==> config.mk <==
export PLATFORM = sky130hd
export DESIGN_NAME = pc_redirect_unit
export DESIGN_NICKNAME = d
export VERILOG_FILES = /design/src/rtl/pc_redirect_unit.sv
export SDC_FILE = /design/constraint.sdc
export NUM_CORES = 1
export LEC_CHECK = 0
export ABC_AREA = 1
export ABC_CLOCK_PERIOD_IN_PS = 2100
export BUFFER_PORTS_ARGS = -buffer_cell sky130_fd_sc_hd__buf_2
export CORE_MARGIN = 2
export CORE_UTILIZATION = 35
export CTS_CLUSTER_SIZE = 12
export DETAILED_ROUTE_END_ITERATION = 10
export GPL_ROUTABILITY_DRIVEN = 0
export HOLD_SLACK_MARGIN = 0.08
export SETUP_SLACK_MARGIN = 0.05
export SYNTH_ARGS = -nofsm -noshare
export SYNTH_HDL_FRONTEND = slang
export SYNTH_SLANG_ARGS = --single-unit
==> constraint.sdc <==
create_clock -name clk -period 2.1 [get_ports clk]
set_input_delay 0.105 -clock clk [delete_from_list [all_inputs] [get_ports clk]]
set_output_delay 0.105 -clock clk [all_outputs]
set_load 0.01 [all_outputs]
==> src/rtl/pc_redirect_unit.sv <==
// IF-stage fetch PC with ID-stage branch/jump redirect and stall-deferred apply.
// Optional BRANCH_PERF_EN adds branch and redirect event counters.
module pc_redirect_unit #(
    parameter logic [31:0] RESET_PC = 32'h0000_0000,
    parameter logic [31:0] PC_STEP  = 32'd4
) (
    input  logic        clk,
    input  logic        rst,
    input  logic        stall_i,
    input  logic        id_valid_i,
    input  logic        id_is_branch_i,
    input  logic        id_is_jal_i,
    input  logic        id_is_jalr_i,
    input  logic        id_taken_i,
    input  logic [31:0] id_pc_i,
    input  logic [31:0] id_imm_i,
    input  logic [31:0] id_rs1_i,
`ifdef BRANCH_PERF_EN
    output logic [31:0] perf_br_o,
    output logic [31:0] perf_redir_o,
`endif
    output logic [31:0] pc_o,
    output logic        flush_o,
    output logic        redirect_o,
    output logic        misalign_o,
    output logic        busy_o
);

    typedef enum logic {RUN, PEND} state_t;

    state_t      r_state;
    state_t      w_state_nxt;
    logic [31:0] r_pc;
    logic [31:0] w_pc_nxt;
    logic [31:0] r_tgt;
    logic [31:0] w_tgt_nxt;
    logic        w_cf;
    logic        w_req;
    logic [31:0] w_base;
    logic [31:0] w_sum;
    logic [31:0] w_tgt;

    assign w_cf   = id_is_branch_i | id_is_jal_i | id_is_jalr_i;
    assign w_req  = id_valid_i
                  & ((id_is_branch_i & id_taken_i)
                  | id_is_jal_i | id_is_jalr_i);
    assign w_base = id_is_jalr_i ? id_rs1_i : id_pc_i;
    assign w_sum  = w_base + id_imm_i;
    assign w_tgt  = id_is_jalr_i ? (w_sum & ~32'h1) : w_sum;

    always_comb begin
        w_state_nxt = r_state;
        w_pc_nxt    = r_pc;
        w_tgt_nxt   = r_tgt;
        flush_o     = 1'b0;
        redirect_o  = 1'b0;
        misalign_o  = 1'b0;
        busy_o      = 1'b0;
        unique case (r_state)
            RUN: begin
                if (w_req) begin
                    flush_o    = 1'b1;
                    redirect_o = 1'b1;
                    misalign_o = w_tgt[1];
                    if (stall_i) begin
                        w_tgt_nxt   = w_tgt;
                        w_state_nxt = PEND;
                    end else begin
                        w_pc_nxt = w_tgt;
                    end
                end else if (!stall_i) begin
                    w_pc_nxt = r_pc + PC_STEP;
                end
            end
            PEND: begin
                // Younger fetches stay squashed until the target lands.
                flush_o = 1'b1;
                busy_o  = 1'b1;
                if (!stall_i) begin
                    w_pc_nxt    = r_tgt;
                    w_state_nxt = RUN;
                end
            end
            default: begin
                w_state_nxt = RUN;
            end
        endcase
    end

    always_ff @(posedge clk) begin
        if (rst) begin
            r_state <= RUN;
            r_pc    <= RESET_PC;
            r_tgt   <= 32'h0;
        end else begin
            r_state <= w_state_nxt;
            r_pc    <= w_pc_nxt;
            r_tgt   <= w_tgt_nxt;
        end
    end

    assign pc_o = r_pc;

`ifndef SYNTHESIS
    always_ff @(posedge clk) begin
        if (!rst && r_state == PEND && w_req)
            $error("pc_redirect_unit: redirect request while pending");
    end
`endif

`ifdef BRANCH_PERF_EN
    logic [31:0] r_perf_br;
    logic [31:0] r_perf_redir;

    always_ff @(posedge clk) begin
        if (rst) begin
            r_perf_br    <= 32'h0;
            r_perf_redir <= 32'h0;
        end else if (r_state == RUN) begin
            if (id_valid_i && w_cf)
                r_perf_br <= r_perf_br + 32'd1;
            if (w_req)
                r_perf_redir <= r_perf_redir + 32'd1;
        end
    end

    assign perf_br_o    = r_perf_br;
    assign perf_redir_o = r_perf_redir;
`else
    logic w_unused;
    assign w_unused = w_cf;
`endif

endmodule
==> flow_summary.json, run 1 <==
{
  "postSynthAreaPerCell_um2": 5.82,
  "cts.hold.buffers_added": 0,
  "synth-edff-count": 0,
  "cpMostUsedCell": "nand2_1",
  "wirelength_um": 20300,
  "finalCritPeriodShare": 0.917,
  "layout.nets": 1425,
  "port-buffer-count": 139,
  "die_area_mm2": 0.0188,
  "synth_area_mm2": 0.00621,
  "drt-pass1-iter-count": 5,
  "worst_hold_path_type": "in2reg",
  "synth_cell_types": 49,
  "max-slew-margin-rel": 0.579,
  "worstPathCellList": "nand2_1, inv_1, nand3_1, or2_1, nor2_1, nand2_1, xnor2_1, nand2_1, nand3_1, nand2_1, nand2_1",
  "drc_violations_left": 0,
  "slew_viol_final": 0,
  "core_area_mm2": 0.0173,
  "final_cell_mix": "nand2_1, inv_1, buf_2",
  "clkPwrFrac": 0.334,
  "clock_tree_from_tritoncts": "done",
  "global_route_wire_length_before_repair_um": 32200,
  "synthDominantCellAreaShare": 0.227,
  "syn_to_final_growth_pct": 33.5,
  "critical-path-slowest-cell": "dfxtp_1",
  "global_route.usage.met2": 0.336,
  "cts_made_buffers": 9,
  "vias_per_cell": 4.78,
  "critPathMaxStageDelay_ps": 470,
  "grt_use_met1": 0.318,
  "mostFrequentLayoutCell": "nand2_1",
  "final.min_clock_period_ps": 1930,
  "ys.warnings.count": 0,
  "power_leakage_nw": 4.50,
  "drt-wirelength-per-cell_um": 13.4,
  "worst_slew_pin_slew_ps": 631,
  "path_class": "reg2reg",
  "synthTopCellsByArea": "nand2_1, dfxtp_1, inv_1, ha_1, a21oi_1",
  "p_seq_frac": 0.288,
  "track_usage": 0.218,
  "vdd_drop_max_v": 0.000425,
  "timing.clock.skew_ps": 7.27,
  "clkSinkCount": 65,
  "grt_max_degree": 39,
  "gr-total-overflow": 0,
  "gr-max-usage-layer": "met2",
  "pwr_density_cell_mw_per_mm2": 602,
  "async_reset_ff_frac": 0,
  "type_of_destination_of_the_critical_path": "flop",
  "achievable-frequency_mhz": 519,
  "synth_cells": 1068,
  "final-hold-violation-count": 0,
  "n_fill_cell": 1855,
  "run_status": "finished clean",
  "h_tree_levels": 3,
  "p_sw_frac": 0.347,
  "power_report.internal_total_mw": 3.26,
  "category_of_cells_accounting_for_the_largest_share_of_critical_path_delay": "simple AND/OR/NAND/NOR gates",
  "dpl-instance-area_mm2": 0.00780,
  "critical_path.startpoint_type": "flop",
  "max-clock-path-buffers": 2,
  "chipWidth_um": 137,
  "top_level_ports": 140,
  "synth_ff_type": "dfxtp_1",
  "maximum_fanout_along_the_worst_path": 5,
  "mappedNetlistNets": 1205,
  "cp_num_buf_inv": 1,
  "die_h_um": 137,
  "hpwl_um": 16400,
  "initialDrtViolationCount": 510,
  "final_power_mw": 4.99,
  "clk_transition_reported_paths_ps": 60,
  "p_comb_frac": 0.377,
  "initial_core_util": 0.359,
  "clk-insertion-delay-late_ps": 340,
  "vias": 7257,
  "grt_antenna_before_repair": 0,
  "setup-violations-final": 0,
  "drive_gt1_frac": 0.244,
  "max_cap_violations": 0,
  "post-route-cell-area_mm2": 0.00829,
  "grt_setup_unrepaired": "true",
  "synthesis_stage_register_bit_count": 65,
  "ant_nets": 0,
  "antenna_cells_inserted": 0,
  "synth_top_cell_by_area": "nand2_1",
  "netSwitchingPower_mw": 1.73,
  "fp-row-count": 48,
  "cts-root-buf": "clkbuf_16",
  "synth-seq-area-share": 0.209,
  "timing.critical_path.arrival_ps": 2160,
  "required_time_reported_for_the_critical_path_endpoint_ps": 2340,
  "number_of_global_route_vias_before_repair": 6452,
  "grt.met3_usage": 0.0302
}
==> power groups by stage <==
stage          Clock, mW  Sequential, mW  Combinational, mW
6_report            1.67            1.44               1.88
5_1_grt             1.76            1.45               2.09
3_5_place_dp           0            1.46               1.81
2_1_floorplan          0            1.46               1.01
3_3_place_gp           0            1.46               1.80
4_1_cts             1.69            1.44               1.82
==> metrics by stage <==
stage | setup WS [ps] | cells | util | hold slack, ps | setup TNS (ps)
after floorplan | 61.1 | 1068 | - | 261 | 0
after global placement | -318 | 1501 | 0.451 | 449 | -4970
after detailed placement | -311 | 1501 | 0.451 | 449 | -6550
after CTS | 104 | 1517 | 0.470 | 158 | 0
after global routing | 25.6 | 1518 | 0.479 | 216 | 0
final | 174 | 1518 | 0.479 | 164 | 0
==> sequential cells by signal (all words and copies together) (netlist names) <==
name / count
pc_o: 32
r_tgt: 32
r_state: 1
==> cells by family after synthesis <==
family / count (synthesis) / synth area share
AOI/OAI and AO/OA: 166 / 0.154
and+or+nand+nor: 582 / 0.399
xor gates and xnor gates: 33 / 0.0465
buffers and inverters: 189 / 0.124
DFF: 65 / 0.209
adders and majority gates: 33 / 0.0677
==> path summary, 6_finish.rpt <==
kind	startpoint	cells past startpoint	end	slack (ps)
max	pc_o[8]	11	pc_o[30]	170
min reg2reg	r_tgt[2]	2	r_tgt[2]	460
min	rst	2	r_tgt[0]	160
max reg2reg	pc_o[8]	11	pc_o[30]	170
==> synthesized netlist by cell type, types with 2 or more instances <==
| library cell | n |
|---|---|
| or2_0 | 2 |
| nor2_1 | 87 |
| clkbuf_1 | 15 |
| o22ai_1 | 2 |
| buf_6 | 3 |
| o21bai_1 | 9 |
| ha_1 | 32 |
| dfxtp_1 | 65 |
| o21ai_0 | 40 |
| xor2_1 | 22 |
| a21oi_1 | 71 |
| a221oi_1 | 2 |
| nand3b_1 | 3 |
| nor3b_1 | 2 |
| o21ai_1 | 8 |
| o221ai_1 | 5 |
| buf_4 | 4 |
| a31oi_1 | 4 |
| nand2_2 | 4 |
| and2_1 | 4 |
| buf_2 | 5 |
| nor3_1 | 10 |
| nand2_1 | 375 |
| nor2_4 | 7 |
| nand4_1 | 9 |
| o21a_1 | 5 |
| nand3_1 | 65 |
| o211ai_1 | 14 |
| or2_2 | 4 |
| nor2_2 | 2 |
| xnor2_1 | 11 |
| inv_1 | 152 |
| or2_1 | 2 |
| nand3_4 | 2 |
| inv_2 | 7 |
==> worst register-to-register path, stage by stage (launching register included) <==
cell and delay [ps]:
dfxtp_1 470, nand2_1 80, inv_1 80, nand3_1 160
or2_1 300, nor2_1 240, nand2_1 110, xnor2_1 150
nand2_1 80, nand3_1 70, nand2_1 70, nand2_1 40
==> layer usage <==
| metal | vias up | wire length [um] |
|---|---|---|
| li1 | 3823 | - |
| met1 | 3150 | 9960 |
| met2 | 262 | 8660 |
| met3 | 22 | 1370 |
| met4 | 0 | 324 |
| met5 | - | 0 |
==> layout make-up <==
type | instances | area [um^2] | area share
Multi-Input combinational cell | 814 | 4290 | 0.517
Tap cell | 225 | 282 | 0.0339
Clock inverter | 5 | 77.6 | 0.00935
Inverter | 159 | 602 | 0.0726
Sequential cell | 65 | 1300 | 0.157
Timing Repair Buffer | 239 | 1490 | 0.179
Clock buffer | 11 | 253 | 0.0305
==> repair_timing <==
item,in CTS,in global routing
gates resized for setup,1,37
pin swaps,0,5
setup buffers,0,1
setup endpoints to repair,1,34
Note: power is estimated with default switching activity, not from simulation.
==> run 2: changes to the inputs <==
- BUFFER_PORTS_ARGS: -buffer_cell sky130_fd_sc_hd__buf_2 -> default
- CAP_MARGIN: default -> 20
- DONT_BUFFER_PORTS: default -> 1
==> run 2 against run 1 <==
Against the previous run: non-clock buffer count down 150; hold slack lost 27 ps; count of clock-buffer cells in the layout increased by 3; utilization is 5.6 points lower; sequential share of layout area up 2.1 points; critical path type unchanged; largest cell class unchanged; highest routed layer unchanged.
==> flow_summary.json, run 2 (synthesis results as in run 1) <==
{
  "timing.critical_path.arrival_ps": 2180,
  "worst_slew_pin_slew_ps": 655,
  "vias_per_cell": 4.95,
  "clk_transition_reported_paths_ps": 60,
  "worst_hold_slack_ps": 137,
  "setup-violations-final": 0,
  "clkSinkCount": 65,
  "initialDrtViolationCount": 481,
  "top_level_ports": 140,
  "finalCoreUtilization": 0.423,
  "regToRegSetupSlack_ps": 200,
  "max-slew-margin-rel": 0.562,
  "vdd_drop_max_v": 0.000381,
  "final.min_clock_period_ps": 1900,
  "run_status": "finished clean",
  "hpwl_um": 16100,
  "global_route_wire_length_before_repair_um": 32300,
  "initial_core_util": 0.359,
  "drt-wirelength-per-cell_um": 14.6,
  "drt-pass1-iter-count": 7,
  "layout.nets": 1275,
  "chipWidth_um": 137,
  "achievable-frequency_mhz": 527,
  "rr_endpoint": "pc_o[24]",
  "required_time_reported_for_the_critical_path_endpoint_ps": 2380,
  "track_usage": 0.219,
  "min_delay_worst_endpoint": "pc_o[9]",
  "final-hold-violation-count": 0,
  "number_of_global_route_vias_before_repair": 6279,
  "clock_tree_from_tritoncts": "done",
  "grt_setup_unrepaired": "false",
  "die_area_mm2": 0.0188,
  "h_tree_levels": 3,
  "final_cell_mix": "nand2_1, inv_1, nor2_1",
  "worst_hold_path_type": "in2reg",
  "type_of_destination_of_the_critical_path": "flop",
  "critical_path.startpoint_type": "flop",
  "drc_violations_left": 0,
  "pwr_density_cell_mw_per_mm2": 631,
  "clk-insertion-delay-late_ps": 340,
  "max_cap_violations": 0,
  "grt_max_degree": 34,
  "path_class": "reg2reg",
  "cts-root-buf": "clkbuf_16",
  "grt_antenna_before_repair": 0,
  "maximum_fanout_along_the_worst_path": 5,
  "port-buffer-count": 0,
  "core_area_mm2": 0.0173,
  "ant_nets": 0,
  "slew_viol_final": 0,
  "post_cts.repair.setup_buffers": 0,
  "vias": 6778,
  "fp-row-count": 48,
  "power_leakage_nw": 3.84,
  "worstReg2RegStart": "pc_o[2]",
  "mostFrequentLayoutCell": "nand2_1",
  "cts_made_buffers": 9,
  "gr-total-overflow": 0,
  "timing.hold.worst_path_depth": 4,
  "timing.clock.skew_ps": 8.36,
  "max-clock-path-buffers": 2,
  "wirelength_um": 20000,
  "timing.reg2reg.worst_path_depth": 13,
  "antenna_cells_inserted": 0,
  "drive_gt1_frac": 0.116,
  "die_h_um": 137,
  "syn_to_final_growth_pct": 17.8,
  "n_fill_cell": 1921,
  "hp-start": "stall_i",
  "finalCritPeriodShare": 0.903
}
## run 2: layer usage
metal,track usage,share of wire,up-vias
met1,0.313,0.47,2952
li1,-,-,3530
met4,0.0653,0.020,0
met2,0.337,0.42,267
met3,0.0346,0.085,29
met5,0,0,-
## run 2: cell type report
type	count	area, um^2	area share
multi-input combinational	814	4140	0.566
sequential	65	1300	0.178
timing repair buffer	89	686	0.0937
inverter	159	597	0.0816
tap	225	282	0.0385
clock buffer	14	274	0.0374
clock inverter	2	35.0	0.00479
## run 2: stage by stage
stage	area [um^2]	total power [mW]	setup WS [ps]	TNS, ps	std cells
after global routing	7320	4.91	54.5	0	1368
after floorplan	6220	2.47	61.1	0	1068
after detailed placement	6990	3.05	-59.0	-279	1350
after global placement	6990	3.03	-21.3	-51.8	1350
final	7320	4.62	204	0	1368
after CTS	7320	4.62	178	0	1368
## run 2: how the worst max path moves through the flow
stage / slack [ps] / cells after the start / endpoint / from
6_report: 200 / 13 / pc_o[24] / pc_o[2]
5_1_grt: 50 / 13 / pc_o[24] / pc_o[2]
4_1_cts: 180 / 12 / pc_o[24] / pc_o[4]
3_5_place_dp: -60 / 16 / pc_o[22] / id_is_jalr_i
3_3_place_gp: -20 / 17 / pc_o[27] / id_is_jalr_i
2_1_floorplan: 60 / 13 / r_tgt[16] / id_is_jalr_i
## run 2: power by group
part           leakage (nW)  total, mW  internal [mW]  switching [mW]
Combinational          3.16       1.59          0.642           0.949
Clock                 0.153       1.57           1.02           0.555
Sequential            0.535       1.46           1.34           0.122
Total                  3.84       4.62           2.99            1.63
## run 2: critical path, stage by stage (launching register included)
cell and delay [ps]:
dfxtp_1 330, ha_1 190, nand2_2 120, nor2_8 160, nand3_4 110, nor2_4 170, nand3_4 100, nor2_4 110
nand2_2 70, nor2_4 80, nand2_1 130, a21oi_2 160, nand2_1 70, nand2_1 50
## run 2: repair_timing
item / in CTS / in global routing
resized for setup: 0 / 1
setup endpoints to repair: 0 / 2
hold buffers: 2 / 0
hold endpoints to repair: 25 / 0
